===== src/rtl/wb_sched.sv =====
// wb_sched: register-file writeback scheduler arbitrating ALU/link results against in-order load returns.
// Define WB_SCOREBOARD_EN to enable the per-register busy scoreboard and rd-based stalls.
module wb_sched #(
  parameter int LQ_DEPTH = 4
) (
  input  logic        clk,
  input  logic        rst_n,
  input  logic        ex_valid,
  input  logic        ex_link,
  input  logic [4:0]  ex_rd,
  output logic        ex_ready,
  input  logic        ld_issue_valid,
  input  logic [4:0]  ld_issue_rd,
  output logic        ld_issue_ready,
  input  logic        ld_rvalid,
  output logic [1:0]  wb_sel,
  output logic        rf_we,
  output logic [4:0]  rf_waddr,
  output logic [31:0] busy_vec,
  output logic        lq_err
);

  localparam int PW = (LQ_DEPTH > 1) ? $clog2(LQ_DEPTH) : 1;
  localparam logic [PW:0]   DEPTH_C = (PW+1)'(LQ_DEPTH);
  localparam logic [PW:0]   CNT_ONE = (PW+1)'(1);
  localparam logic [PW-1:0] PTR_ONE = PW'(1);
  localparam logic [1:0]    SEL_ALU = 2'b00;
  localparam logic [1:0]    SEL_MEM = 2'b01;
  localparam logic [1:0]    SEL_PC  = 2'b10;

  logic [4:0]    lq_mem_r [LQ_DEPTH];
  logic [PW-1:0] wr_ptr_r;
  logic [PW-1:0] rd_ptr_r;
  logic [PW:0]   count_r;

  logic          lq_empty_s;
  logic          lq_full_s;
  logic          push_s;
  logic          pop_s;
  logic          empty_ret_s;
  logic          ex_acc_s;
  logic [4:0]    pop_rd_s;
  logic          ld_busy_s;
  logic          ex_busy_s;

  assign lq_empty_s  = (count_r == {(PW+1){1'b0}});
  assign lq_full_s   = (count_r == DEPTH_C);
  assign pop_rd_s    = lq_mem_r[rd_ptr_r];
  // A return on an empty queue is an error and must never move a pointer.
  assign pop_s       = ld_rvalid && !lq_empty_s;
  assign empty_ret_s = ld_rvalid && lq_empty_s;

  // Handshake readies are pure functions of state and rd, never of the valids.
  always_comb begin
    ld_issue_ready = !lq_full_s && !ld_busy_s;
    ex_ready       = !ld_rvalid && !ex_busy_s;
  end

  assign push_s   = ld_issue_valid && ld_issue_ready;
  assign ex_acc_s = ex_valid && ex_ready;

`ifdef WB_SCOREBOARD_EN
  logic [31:0] busy_r;
  logic [31:0] busy_clr_s;
  logic [31:0] busy_set_s;

  assign ld_busy_s = busy_r[ld_issue_rd];
  assign ex_busy_s = busy_r[ex_rd];

  // Busy bit set/clear masks; x0 is never tracked.
  always_comb begin
    busy_clr_s = 32'h0000_0000;
    busy_set_s = 32'h0000_0000;
    if (pop_s) begin
      busy_clr_s[pop_rd_s] = 1'b1;
    end else begin
      busy_clr_s = 32'h0000_0000;
    end
    if (push_s && (ld_issue_rd != 5'd0)) begin
      busy_set_s[ld_issue_rd] = 1'b1;
    end else begin
      busy_set_s = 32'h0000_0000;
    end
  end

  // Scoreboard register.
  always_ff @(posedge clk) begin
    if (!rst_n) begin
      busy_r <= 32'h0000_0000;
    end else begin
      busy_r <= (busy_r & ~busy_clr_s) | busy_set_s;
    end
  end

  assign busy_vec = busy_r;
`else
  assign ld_busy_s = 1'b0;
  assign ex_busy_s = 1'b0;
  assign busy_vec  = 32'h0000_0000;
`endif

  // Load queue storage; contents are don't-care until pushed.
  always_ff @(posedge clk) begin
    if (push_s) begin
      lq_mem_r[wr_ptr_r] <= ld_issue_rd;
    end
  end

  // Queue pointers and occupancy; pointers wrap naturally at the power-of-two depth.
  always_ff @(posedge clk) begin
    if (!rst_n) begin
      wr_ptr_r <= {PW{1'b0}};
      rd_ptr_r <= {PW{1'b0}};
      count_r  <= {(PW+1){1'b0}};
    end else begin
      if (push_s) begin
        wr_ptr_r <= wr_ptr_r + PTR_ONE;
      end
      if (pop_s) begin
        rd_ptr_r <= rd_ptr_r + PTR_ONE;
      end
      case ({push_s, pop_s})
        2'b10:   count_r <= count_r + CNT_ONE;
        2'b01:   count_r <= count_r - CNT_ONE;
        default: count_r <= count_r;
      endcase
    end
  end

  // Registered write port: load returns take priority over execute results.
  always_ff @(posedge clk) begin
    if (!rst_n) begin
      wb_sel   <= SEL_ALU;
      rf_we    <= 1'b0;
      rf_waddr <= 5'd0;
    end else if (pop_s) begin
      wb_sel   <= SEL_MEM;
      rf_waddr <= pop_rd_s;
      rf_we    <= (pop_rd_s != 5'd0);
    end else if (ex_acc_s) begin
      wb_sel   <= ex_link ? SEL_PC : SEL_ALU;
      rf_waddr <= ex_rd;
      rf_we    <= (ex_rd != 5'd0);
    end else begin
      rf_we    <= 1'b0;
    end
  end

  // Sticky error on a return with nothing outstanding.
  always_ff @(posedge clk) begin
    if (!rst_n) begin
      lq_err <= 1'b0;
    end else if (empty_ret_s) begin
      lq_err <= 1'b1;
    end
  end

endmodule


===== config.mk =====
export PLATFORM = sky130hd
export DESIGN_NAME = wb_sched
export DESIGN_NICKNAME = d
export VERILOG_FILES = /design/src/rtl/wb_sched.sv
export SDC_FILE = /design/constraint.sdc
export NUM_CORES = 1
export LEC_CHECK = 0
export CAP_MARGIN = 5
export CELL_PAD_IN_SITES_DETAIL_PLACEMENT = 1
export CELL_PAD_IN_SITES_GLOBAL_PLACEMENT = 1
export CORE_MARGIN = 1.5
export CORE_UTILIZATION = 38
export DETAILED_ROUTE_END_ITERATION = 16
export GPL_ROUTABILITY_DRIVEN = 1
export PLACE_DENSITY = 0.91
export SLEW_MARGIN = 25
export SYNTH_ARGS = -nofsm -noshare
export SYNTH_HDL_FRONTEND = slang
export SYNTH_SLANG_ARGS = --single-unit

===== constraint.sdc =====
create_clock -name clk -period 3.5 [get_ports clk]
set_input_delay 0.525 -clock clk [delete_from_list [all_inputs] [get_ports clk]]
set_output_delay 0.525 -clock clk [all_outputs]
set_load 0.02 [all_outputs]

; Word-level counts from Yosys, hierarchy flattened
; Memories as Yosys holds them, arrays and structs flattened. A register that Yosys moved wholly into a read port is not among the register bits.
; Index checks and enable logic that the tools add are counted.
[word_totals]
regBits = 16
ramBits = 20
in_bits = 16
output_inout_bits = 43
n_memories = 1
[memory_table]
columns = memory, depth, width, read_ports, rd_clocked_by_memory_dff, write_ports, line_no
row1 = lq_mem_r, 4, 5, 1, 1, 1, 31  ; logic [4:0] lq_mem_r [LQ_DEPTH];
[op_classes]
n_addsub = 4
eq_ne = 3
mux = 12
n_bitwise = 1
n_reduce_logical = 13
[ops]
columns = op, count
row1 = $mux 5, 2
row2 = $reduce_bool 5->1, 2
row3 = $mux 1, 6
row4 = $mux 2, 3
row5 = $pmux 3 s2, 1
row6 = $add 2x1->2 const B, 2
row7 = $logic_and 1x1->1, 4
row8 = $reduce_bool 2->1, 2
row9 = $add 3x1->3 const B, 1
row10 = $eq 3x3->1 const B, 1
row11 = $logic_not 1->1, 3
row12 = $logic_not 3->1, 1
row13 = $sub 3x1->3 const B, 1
row14 = $eq 2x1->1 const B, 1
row15 = $eq 2x2->1 const B, 1
row16 = $reduce_or 2->1, 1
row17 = $not 1->1, 1

; Longest topological paths before layout
[logic_depth]
depth_word = 5
mapped_depth = 10
depth_no_buf = 9

; Worst setup path before layout
; Ideal clock, no wire load.
[synth_timing]
path_type = reg-to-reg
startpoint = register count_r[1]
endpoint = register count_r[2]
arrival_time_ns = 2.276
required_time_ns = 3.429
slack_ns = 1.153
path_stages_with_launch = 10
cell_sequence = dfxtp_1 > or3b_1 > and2_1 > inv_1 > ha_1 > inv_1 > fa_1 > xor2_1 > or3_1 > a21oi_1
[synth_between]
elab_chain_cells = 5
elab_cells_between_ends = 12
cone_classes = add/sub: 2 / eq/ne: 3 / mux: 1 / reduce/logical: 6
[synth_lines]
columns = element, line_no
row1 = start: declaration, 34  ; logic [PW:0] count_r;
row2 = start signal: assignment, 114  ; count_r <= {(PW+1){1'b0}};
row3 = start signal: assignment, 123  ; 2'b10: count_r <= count_r + CNT_ONE;
row4 = start signal: assignment, 124  ; 2'b01: count_r <= count_r - CNT_ONE;
row5 = $eq 3x3->1 *, 47  ; assign lq_full_s = (count_r == DEPTH_C);
row6 = $logic_not 1->1 *, 55  ; ld_issue_ready = !lq_full_s && !ld_busy_s;
row7 = net ld_issue_ready, 14  ; output logic ld_issue_ready,
row8 = $logic_and 1x1->1 *, 59  ; assign push_s = ld_issue_valid && ld_issue_ready;
row9 = $eq 2x1->1 or $eq 2x2->1 (tied branches), 122  ; case ({push_s, pop_s})
row10 = $pmux 3 s2 or $reduce_bool 2->1 (tied branches), -
; The timed path passes the listed nets; every way through them passes the cells marked *.
; A chain may end at the register's enable or synchronous reset.

; Worst setup path in the final report
[layout_timing]
startpoint = input ld_rvalid
endpoint = register count_r[2]
[layout_between]
elab_chain_cells = 3
elab_cells_between_ends = 5
cone_classes = eq/ne: 2 / mux: 1 / reduce/logical: 2
[layout_lines]
columns = element, line_no
row1 = start: declaration, 15  ; input logic ld_rvalid,
row2 = $logic_and 1x1->1 *, 50  ; assign pop_s = ld_rvalid && !lq_empty_s;
row3 = net pop_s, 39  ; logic pop_s;
row4 = $eq 2x1->1 or $eq 2x2->1 (tied branches), 122
row5 = $pmux 3 s2 or $reduce_bool 2->1 (tied branches), -
row6 = end signal: assignment, 123
row7 = end signal: assignment, 124
row8 = end signal: assignment, 125  ; default: count_r <= count_r;
; Marked as above.

==> impl_metrics.tcl <==
set metrics [dict create \
    r2r_cells 9 \
    ant_nets 0 \
    avgSynthCellArea_um2 11.7 \
    crit_path_start_kind "input port" \
    routedWlPerCell_um 14.1 \
    antenna_cells 0 \
    reg2reg_slack_ps 1050 \
    cts_buffers 5 \
    power.leakage_nw 0.802 \
    reg2reg_to "count_r[2]" \
    yosys_register_bits 38 \
    grt_max_degree 16 \
    cts_root_buffer "clkbuf_8" \
    cts_buffer_depth 2 \
    async_reset_ff_share_pct 0 \
    fin_ws_ps 976 \
    cp-end-kind "flop" \
    cts_resized 0 \
    drtIter0Drc 70 \
    start_util_pct 40.5 \
    clock_skew_ps 6.08 \
    post_cts_buffers 0 \
    synth.cell_area_um2 1800 \
    firstDrtPassIters 8 \
    hold_start "lq_err" \
    timing.final.crit_share_pct 72.1 \
    peakVddDrop_uv 240 \
    worst_slew_pin_slew_ps 575 \
    finalSetupViolCount 0 \
    synth_area_leaders "edfxtp_1 33%, dfxtp_1 20%, buf_4 13%" \
    viasPerCell 4.58 \
    critPathRequiredTime_ps 3720 \
    power_density_nw_per_um2 640 \
    drive_gt1_share_pct 5.46 \
    synth_top_cell_area_share_pct 33.4 \
    crit_type "input port to flop" \
    hold_viol 0 \
    drv_slew 0 \
    drt_wl_total_mm 3.31 \
    cap_violations 0 \
    vias 1077 \
    synth_cells 154 \
    drc_errors 0 \
    arrival_ps 2740 \
    cts_tree "built" \
    outcome "completed" \
    fin_crit_ps 2520 \
    place_ws_ps 678 \
    hpwl_mm 2.54 \
    holdBufCountCts 0 \
    htree_levels 2 \
    cp-startpoint "ld_rvalid" \
    cp_max_fo 9 \
    synth_edf_count 20 \
    rows 24 \
    clk_latency_ps 280 \
    final.setup.tns_ps 0 \
    io_buffers 26 \
    slew-limit-headroom_pct 61.6 \
    syn2layout_area_growth_pct 14.5 \
    hold_depth 2 \
    synth_seq_area_share_pct 53.4 \
    core_area_um2 4440 \
    yosysWarningCount 0 \
    synth_area_leader_cell "edfxtp_1" \
    gr-total-overflow 0 \
    path_clk_slew_ps 70 \
    rsz0062_at_grt "false" \
    die_x_um 71.8 \
    grt_pass1_vias 1127 \
    synthDistinctLibCells 31 \
    max_clock_freq_mhz 396 \
    hold_end "lq_err" \
    pin_count 59 \
    final_util_pct 46.4 \
    timing.rr.start "count_r[2]" \
    synth_ff_type "edfxtp_1" \
    die_y_um 71.8 \
    hp-class "flop to flop" \
    dieArea_um2 5160 \
    nets 204 \
    cts_sinks 38 \
    place_congestion 0.699 \
    grt_pass1_wl_mm 5.33 \
    antenna_found_initial 0 \
    grt_usage_pct 13.7 \
]
[cell type report]
class,instances,area [µm²]
clock inverter,2,10.0
multi-input combinational,102,658
tap,52,65.1
fill,502,2380
clock buffer,6,72.6
sequential,38,961
inverter,9,33.8
timing repair buffer,26,260
[state kept, by name, summed over array words and instances (netlist names), named ones only]
name,count
count_r,3
wb_sel,2
lq_err,1
rd_ptr_r,2
rf_we,1
rf_waddr,5
wr_ptr_r,2
lq_mem_r,20
[placed cells by master (no fill, tap or decap), types with 3 or more instances in the layout]
master | synthesis | routed
mux4_1 | 3 | 3
o21ai_0 | 3 | 3
xor2_1 | 3 | 3
nor2_1 | 9 | 9
ha_1 | 5 | 5
clkdlybuf4s50_1 | 0 | 26
inv_1 | 8 | 8
edfxtp_1 | 20 | 20
and3_1 | 4 | 4
a21oi_1 | 7 | 7
clkbuf_8 | 0 | 5
dfxtp_1 | 18 | 18
a311oi_1 | 3 | 3
conb_1 | 1 | 32
and2_1 | 3 | 3
nand2_1 | 11 | 11
[Yosys cell counts, drive strengths merged (3+ instances only)]
cell and number:
a21oi 7, a311oi 3, and2 3, and3 4, buf 33, clkbuf 3
dfxtp 18, edfxtp 20, ha 5, inv 9, mux4 5, nand2 11
nor2 9, o21ai 4, xor2 3
[kinds of logic after synthesis]
logic type               synth area share (%)
buffers and inverters                    16.5
multiplexers                             7.44
XOR/XNOR                                 2.43
flip-flops                               53.4
other                                   0.208
AND/OR/NAND/NOR                          10.1
AO/OA/AOI/OAI                            5.35
adder cells (fa/ha/maj)                  4.59
[per-stage QoR]
step / hold WS (ps) / cell area (µm²) / power [mW] / cells
5_1_grt: 525 / 2060 / 1.40 / 235
4_1_cts: 489 / 2060 / 1.33 / 235
3_3_place_gp: 462 / 1980 / 1.03 / 227
2_1_floorplan: 466 / 1920 / 0.929 / 185
6_report: 488 / 2060 / 1.32 / 235
3_5_place_dp: 467 / 1980 / 1.05 / 227
[worst max-delay path: stages]
cell,delay [ps]
clkdlybuf4s50_1,520
nand2b_1,220
inv_2,210
ha_1,220
inv_1,70
fa_1,380
xor2_1,160
or3_1,310
a21oi_1,140
[report_power, final]
| group | internal [mW] | switching, mW | leakage, nW |
|---|---|---|---|
| combinational | 0.189 | 0.233 | 0.425 |
| sequential | 0.555 | 0.0579 | 0.332 |
| clock | 0.138 | 0.145 | 0.0450 |
| total | 0.882 | 0.436 | 0.802 |
[worst max path at each step]
stage,cells after the start,end,slack [ps]
2_1_floorplan,9,count_r[2],1150
3_3_place_gp,9,count_r[2],790
3_5_place_dp,9,count_r[2],680
4_1_cts,9,count_r[2],980
5_1_grt,9,count_r[2],850
6_report,9,count_r[2],980
[metal layers]
metal | up-vias | global-route usage, % | routed length [µm]
met5 | - | 0 | 0
met1 | 512 | 16.2 | 1450
met3 | 3 | 3.94 | 183
li1 | 520 | - | -
met4 | 0 | 3.77 | 17
met2 | 42 | 24.4 | 1660
Power figures use the tool's default switching activity.
